**src/rtl/d_mem_pkg.sv**
```systemverilog
// Shared types and helpers for the sized data memory: access-size encoding,
// byte-enable generation, alignment check and load extraction/extension.
package d_mem_pkg;

  localparam int NUM_LANES = 4;
  localparam int VEC_W     = 8;
  localparam int DATA_W    = NUM_LANES * VEC_W;

  typedef enum logic [1:0] {
    SZ_BYTE = 2'b00,
    SZ_HALF = 2'b01,
    SZ_WORD = 2'b10,
    SZ_RSVD = 2'b11
  } size_e;

  // Context captured with a load; it shapes the response one cycle later.
  typedef struct packed {
    size_e      size;
    logic       is_unsigned;
    logic [1:0] lane;
  } ld_ctx_t;

  function automatic logic [NUM_LANES-1:0] byte_en(size_e sz, logic [1:0] lane);
    case (sz)
      SZ_BYTE: byte_en = 4'b0001 << lane;
      SZ_HALF: byte_en = lane[1] ? 4'b1100 : 4'b0011;
      SZ_WORD: byte_en = 4'b1111;
      default: byte_en = 4'b0000;
    endcase
  endfunction

  function automatic logic is_aligned(size_e sz, logic [1:0] lane);
    case (sz)
      SZ_BYTE: is_aligned = 1'b1;
      SZ_HALF: is_aligned = ~lane[0];
      SZ_WORD: is_aligned = (lane == 2'b00);
      default: is_aligned = 1'b0;
    endcase
  endfunction

  function automatic logic [DATA_W-1:0] load_extend(logic [DATA_W-1:0] word, ld_ctx_t ctx);
    logic [DATA_W-1:0] sh;
    logic              sb;
    sh = word >> {ctx.lane, 3'b000};
    sb = 1'b0;
    case (ctx.size)
      SZ_BYTE: begin
        sb = ~ctx.is_unsigned & sh[7];
        load_extend = {{(DATA_W-8){sb}}, sh[7:0]};
      end
      SZ_HALF: begin
        sb = ~ctx.is_unsigned & sh[15];
        load_extend = {{(DATA_W-16){sb}}, sh[15:0]};
      end
      default: load_extend = word;
    endcase
  endfunction

endpackage

```
**src/rtl/d_mem_lane_align.sv**
```systemverilog
// Combinational lane alignment: replicates store data onto the addressed byte
// lanes with their enables, and pulls a load field down to bit 0.
module d_mem_lane_align
  import d_mem_pkg::*;
(
  input  size_e                            size,
  input  logic [1:0]                       lane,
  input  logic [DATA_W-1:0]                wdata,
  output logic [NUM_LANES-1:0]             be,
  output logic [NUM_LANES-1:0][VEC_W-1:0]  wdata_rep,
  input  logic [DATA_W-1:0]                rword,
  input  ld_ctx_t                          ctx,
  output logic [DATA_W-1:0]                rdata
);

  logic [NUM_LANES-1:0][VEC_W-1:0] wd;

  assign wd = wdata;
  assign be = byte_en(size, lane);

  // Byte stores fan byte 0 to every lane, halves fan the low pair to both pairs.
  for (genvar i = 0; i < NUM_LANES; i++) begin : g_lane
    assign wdata_rep[i] = (size == SZ_BYTE) ? wd[0] :
                          (size == SZ_HALF) ? wd[i % 2] : wd[i];
  end

  assign rdata = load_extend(rword, ctx);

endmodule

```
**src/rtl/d_mem_sized.sv**
```systemverilog
// Byte-addressed data memory with byte/half/word access, 1-cycle read latency,
// and a registered error pulse for illegal requests.
// Optional: define D_MEM_BOUNDS_CHECK_EN to reject addresses beyond the array
// instead of wrapping them.
module d_mem_sized
  import d_mem_pkg::*;
#(
  parameter int MEM_WORDS  = 64,
  parameter int ADDR_WIDTH = 32
) (
  input  logic                  clk,
  input  logic                  rst_n,
  input  logic                  req,
  input  logic                  we,
  input  logic [1:0]            size,
  input  logic                  is_unsigned,
  input  logic [ADDR_WIDTH-1:0] addr,
  input  logic [DATA_W-1:0]     wdata,
  output logic [DATA_W-1:0]     rdata,
  output logic                  rvalid,
  output logic                  err
);

  localparam int IDX_W  = $clog2(MEM_WORDS);
  localparam int STAGES = 1;

  logic [NUM_LANES-1:0][VEC_W-1:0] mem [MEM_WORDS];

  size_e                           sz;
  logic [1:0]                      lane;
  logic [IDX_W-1:0]                idx;
  logic [ADDR_WIDTH-1:0]           addr_hi;
  logic                            in_range;
  logic                            legal;
  logic                            acc_st, acc_ld, acc_bad;
  logic [NUM_LANES-1:0]            be;
  logic [NUM_LANES-1:0][VEC_W-1:0] wdata_rep;
  logic [DATA_W-1:0]               rword_q;
  ld_ctx_t                         ctx_q;
  logic [STAGES:1]                 vld_pipe, err_pipe;

  assign sz      = size_e'(size);
  assign lane    = addr[1:0];
  assign idx     = addr[IDX_W+1:2];
  assign addr_hi = addr >> (IDX_W + 2);

`ifdef D_MEM_BOUNDS_CHECK_EN
  assign in_range = (addr_hi == '0);
`else
  logic unused_addr_hi;
  assign unused_addr_hi = |addr_hi;
  assign in_range       = 1'b1;
`endif

  assign legal   = is_aligned(sz, lane) & in_range;
  assign acc_st  = req &  we & legal;
  assign acc_ld  = req & ~we & legal;
  assign acc_bad = req & ~legal;

  d_mem_lane_align u_align (
    .size      (sz),
    .lane      (lane),
    .wdata     (wdata),
    .be        (be),
    .wdata_rep (wdata_rep),
    .rword     (rword_q),
    .ctx       (ctx_q),
    .rdata     (rdata)
  );

  // Array is not reset; only enabled byte lanes are written.
  always_ff @(posedge clk) begin
    if (acc_st) begin
      for (int b = 0; b < NUM_LANES; b++) begin
        if (be[b]) mem[idx][b] <= wdata_rep[b];
      end
    end
  end

  // rdata is derived from these, so it holds until the next legal load lands.
  always_ff @(posedge clk or negedge rst_n) begin
    if (!rst_n) begin
      rword_q <= '0;
      ctx_q   <= '0;
    end else if (acc_ld) begin
      rword_q <= mem[idx];
      ctx_q   <= '{size: sz, is_unsigned: is_unsigned, lane: lane};
    end
  end

  always_ff @(posedge clk or negedge rst_n) begin
    if (!rst_n) begin
      vld_pipe <= '0;
      err_pipe <= '0;
    end else begin
      vld_pipe <= STAGES'({vld_pipe, acc_ld});
      err_pipe <= STAGES'({err_pipe, acc_bad});
    end
  end

  assign rvalid = vld_pipe[STAGES];
  assign err    = err_pipe[STAGES];

endmodule

```
**config.mk**
```make
export PLATFORM = sky130hd
export DESIGN_NAME = d_mem_sized
export DESIGN_NICKNAME = d
export VERILOG_FILES = /design/src/rtl/d_mem_pkg.sv /design/src/rtl/d_mem_lane_align.sv /design/src/rtl/d_mem_sized.sv
export SDC_FILE = /design/constraint.sdc
export NUM_CORES = 2
export LEC_CHECK = 0
export CAP_MARGIN = 40
export CORE_MARGIN = 10
export CORE_UTILIZATION = 65
export DETAILED_ROUTE_END_ITERATION = 6
export PLACE_DENSITY = 0.82
export RECOVER_POWER = 50
export REMOVE_ABC_BUFFERS = 1
export SLEW_MARGIN = 10
export SYNTH_ARGS = -nofsm -noshare
export SYNTH_HDL_FRONTEND = slang
export SYNTH_SLANG_ARGS = --single-unit
```
**constraint.sdc**
```tcl
create_clock -name clk -period 4.29 [get_ports clk]
set_input_delay 0.858 -clock clk [delete_from_list [all_inputs] [get_ports clk]]
set_output_delay 0.858 -clock clk [all_outputs]
set_load 0.01 [all_outputs]
```
==> flow_metrics.env <==
export IMPL_fin_cells=6949
export IMPL_dp_cells=6563
export IMPL_setup_tns_ns=-4.314
export IMPL_io_buffers=80
export IMPL_n_fill_cell=6770
export IMPL_maxSlewHeadroom_pct=-102.5
export IMPL_min_period_ns=4.398
export IMPL_critPathTopFamily="buffers and inverters"
export IMPL_violations="DRC, capacitance limit, slew limit, setup timing"
export IMPL_core_area_sq_mm=0.1256
export IMPL_cts_made_buffers=194
export IMPL_cp_cell_sequence="clkdlybuf4s50_1, buf_4, nor3b_1, clkbuf_1, nand2_1, nor2_1, clkbuf_1"
export IMPL_drt_initial_drc_count=9825
export IMPL_drc=3
export IMPL_cp_end_kind="flip-flop"
export IMPL_track_usage_pct=36.14
export IMPL_initial_utilization_pct=65.37
export IMPL_netlist_area_sq_mm=0.08209
export IMPL_antenna_found_initial=25
export IMPL_worst_path_buf_inv=4
export IMPL_cp_required_ns=4.76
export IMPL_clockBufferDepth=3
export IMPL_die_w_microns=375.4
export IMPL_status="finished, violations left"
export IMPL_place_hpwl_mm=160.3
export IMPL_netlist_instances=4672
export IMPL_synthArstFlopShare_pct=1.869
export IMPL_fin_area_sq_mm=0.09401
export IMPL_die_h_microns=375.4
export IMPL_dr_pass1_iters=7
export IMPL_max_cap_viol_count=28
export IMPL_ir_worst_vdd_uv=489.0
export IMPL_yosys_warnings=0
export IMPL_finish_utilization_pct=74.87
export IMPL_finalPower_mw=43.73
export IMPL_path_class="in -> reg"
export IMPL_grt_pass1_wl_mm=362.9
export IMPL_io_pins=105
export IMPL_gr_total_overflow=0
export IMPL_slowest_delay_ns=1.26
export IMPL_antenna_left=0
export IMPL_ff_latch_area_sq_mm=0.06247
export IMPL_cts_tree="built"
export IMPL_rows=130
export IMPL_cts_sinks=2087
export IMPL_hold_violations=0
export IMPL_drive_above_1_share_pct=19.05
export IMPL_rsz0062_at_grt="false"
export IMPL_path_common_cell="clkbuf_1"
export IMPL_arrival_ns=4.87
export IMPL_clk_pin_slew_worst_paths_ns=0.07
export IMPL_htree_levels=4
export IMPL_multi_input_area_sq_mm=0.01792
export IMPL_power_leakage_nw=30.94
export IMPL_grt_max_degree=88
export IMPL_ys_seq_elements=2087
export IMPL_ys_flop_type="edfxtp_1"
export IMPL_p_per_area_mw_per_mm2=465.1
export IMPL_hold_class="in -> async"
export IMPL_cp_max_fo=17
export IMPL_grt_pass1_vias=49870
export IMPL_nets=5188
export IMPL_synth_distinct_cells=66
export IMPL_placed_area_sq_mm=0.08778
export IMPL_syn_avg_cell_area_sq_um=17.57
export IMPL_syn2layout_area_growth_pct=14.53
export IMPL_gp_congestion=0.9653
export IMPL_fin_skew_ns=0.03045
export IMPL_yosysSeqAreaShare_pct=76.11
export IMPL_root_buffer="clkbuf_16"
export IMPL_vias=51430
export IMPL_cts_setup_buffers=0
export IMPL_fin_crit_sh_pct=102.5
export IMPL_critPathSlowestCell="clkbuf_1"
export IMPL_fp_dieArea_sq_mm=0.1409
export IMPL_tightest_slew_ns=3.037
export IMPL_synth_edf_count=2048
export IMPL_final_setup_viol_count=107
export IMPL_cp_start_kind="primary input"
export IMPL_detail_route_vias_per_cell=7.401
export IMPL_wirelength_mm=258.3
export IMPL_max_freq_mhz=227.4
export IMPL_setup_ws_ns=-0.1084
export IMPL_wire_per_inst_microns=37.17
export IMPL_worstSkewPairLatency_ns=0.85
export IMPL_slew_violations=1122
timing repair:
action,CTS,global route
hold buffers,0,0
gates resized for setup,0,1
setup endpoints to repair,0,16
sequential cells by signal (all words and copies together), names as in the netlist:
name     cells
mem       2048
rvalid       1
err          1
rword_q     32
ctx_q        5
cells in the final DEF, fill, tap and decap left out, drive strengths merged, types with 61 or more instances in the layout:
cell,n
clkbuf,314
mux2,91
mux2i,389
a21oi,69
a221oi,265
edfxtp,2048
a22oi,171
o22ai,61
nand3,62
mux4,147
o21ai,124
buf,451
nand2,220
nor2,394
clkinv,79
clkdlybuf4s50,65
stage by stage:
step                setup slack [ns]  hold slack (ns)
floorplan                     -1.367           0.4826
global placement              0.3359           0.5170
detailed placement            0.4190           0.5711
CTS                          0.01531          0.03975
global route                0.006402           0.4635
finish                       -0.1084           0.5046
layout make-up:
class                   count  share of cell area [%]
inverters                  12                 0.05590
clock buffers             247                   5.543
repair buffers            585                   5.334
multi-input cells        2237                   19.06
clock inverters           114                   1.314
flip-flops and latches   2087                   66.45
well taps                1650                   2.196
diodes                     17                 0.04525
routing by layer:
metal  vias up  track usage, %  wire length, microns
met1     25180           44.92                 81060
li1      19840               -                     -
met2      5217           51.22                110600
met4        38           22.38                 19570
met3      1156           16.96                 46370
met5         -           1.063                   625
Yosys cell counts, types with 6 or more instances:
master     instances  area share (%)
dfrtp_1           39             1.2
buf_6             30            0.41
o2111ai_1          9           0.096
nand3_1           62            0.38
nor2b_1           11           0.084
o32a_1            19            0.23
o22a_1            14            0.15
a221o_1            6           0.073
o31ai_1            6           0.055
buf_1             50            0.23
a31oi_1           27            0.21
a221oi_1         261             2.8
o21ai_0          119            0.73
and3_1             8           0.061
buf_2            110            0.67
a22oi_1          171             1.6
nor2_1           393             1.8
inv_1              9           0.041
mux2i_1          389             4.7
o22ai_1           61            0.46
a22o_1            27            0.29
edfxtp_1        2048              75
clkbuf_1          99            0.45
o221ai_1          10            0.11
o211ai_1          14            0.13
o2bb2ai_1          7           0.075
nand2_1          220             1.0
a21oi_1           69            0.42
buf_4             44            0.40
nor3_1             8           0.049
a211oi_1           8           0.073
mux4_2           147             4.0
mux2_2            87             1.2
nand4_1           13           0.099
worst paths after layout:
check | startpoint | to | slack (ns) | depth (start not counted)
min in group clk | wdata[7] | mem[38][7] | 0.52 | 1
setup reg to reg | mem[5][31] | rword_q[31] | 1.97 | 4
max in group asynchronous | rst_n | rword_q[4] | 1.37 | 2
setup / recovery | addr[6] | mem[21][26] | -0.11 | 7
hold reg to reg | ctx_q[4] | ctx_q[4] | 0.56 | 2
hold / removal | rst_n | ctx_q[3] | 0.50 | 1
worst register-to-register path: stages (launching register included):
cell      delay (ns)
edfxtp_1        0.36
mux4_2          0.49
mux2i_1         0.55
o21ai_0         0.38
o32a_1          0.43
power by group:
group          total [mW]  switching [mW]  leakage (nW)  internal [mW]
combinational        3.28            2.20          9.12           1.07
sequential           22.9           0.268          18.7           22.6
clock                17.5            7.51          3.13           10.0
total                43.7            9.98          30.9           33.7
cells by family after synthesis:
group	after synthesis	synth area share, %
flops	2087	76.11
compound gates	864	7.839
simple gates	745	3.743
mux	627	10.02
buf+inv	348	2.276
xor+xnor	1	0.01067
(Power assumes the default switching activity.)
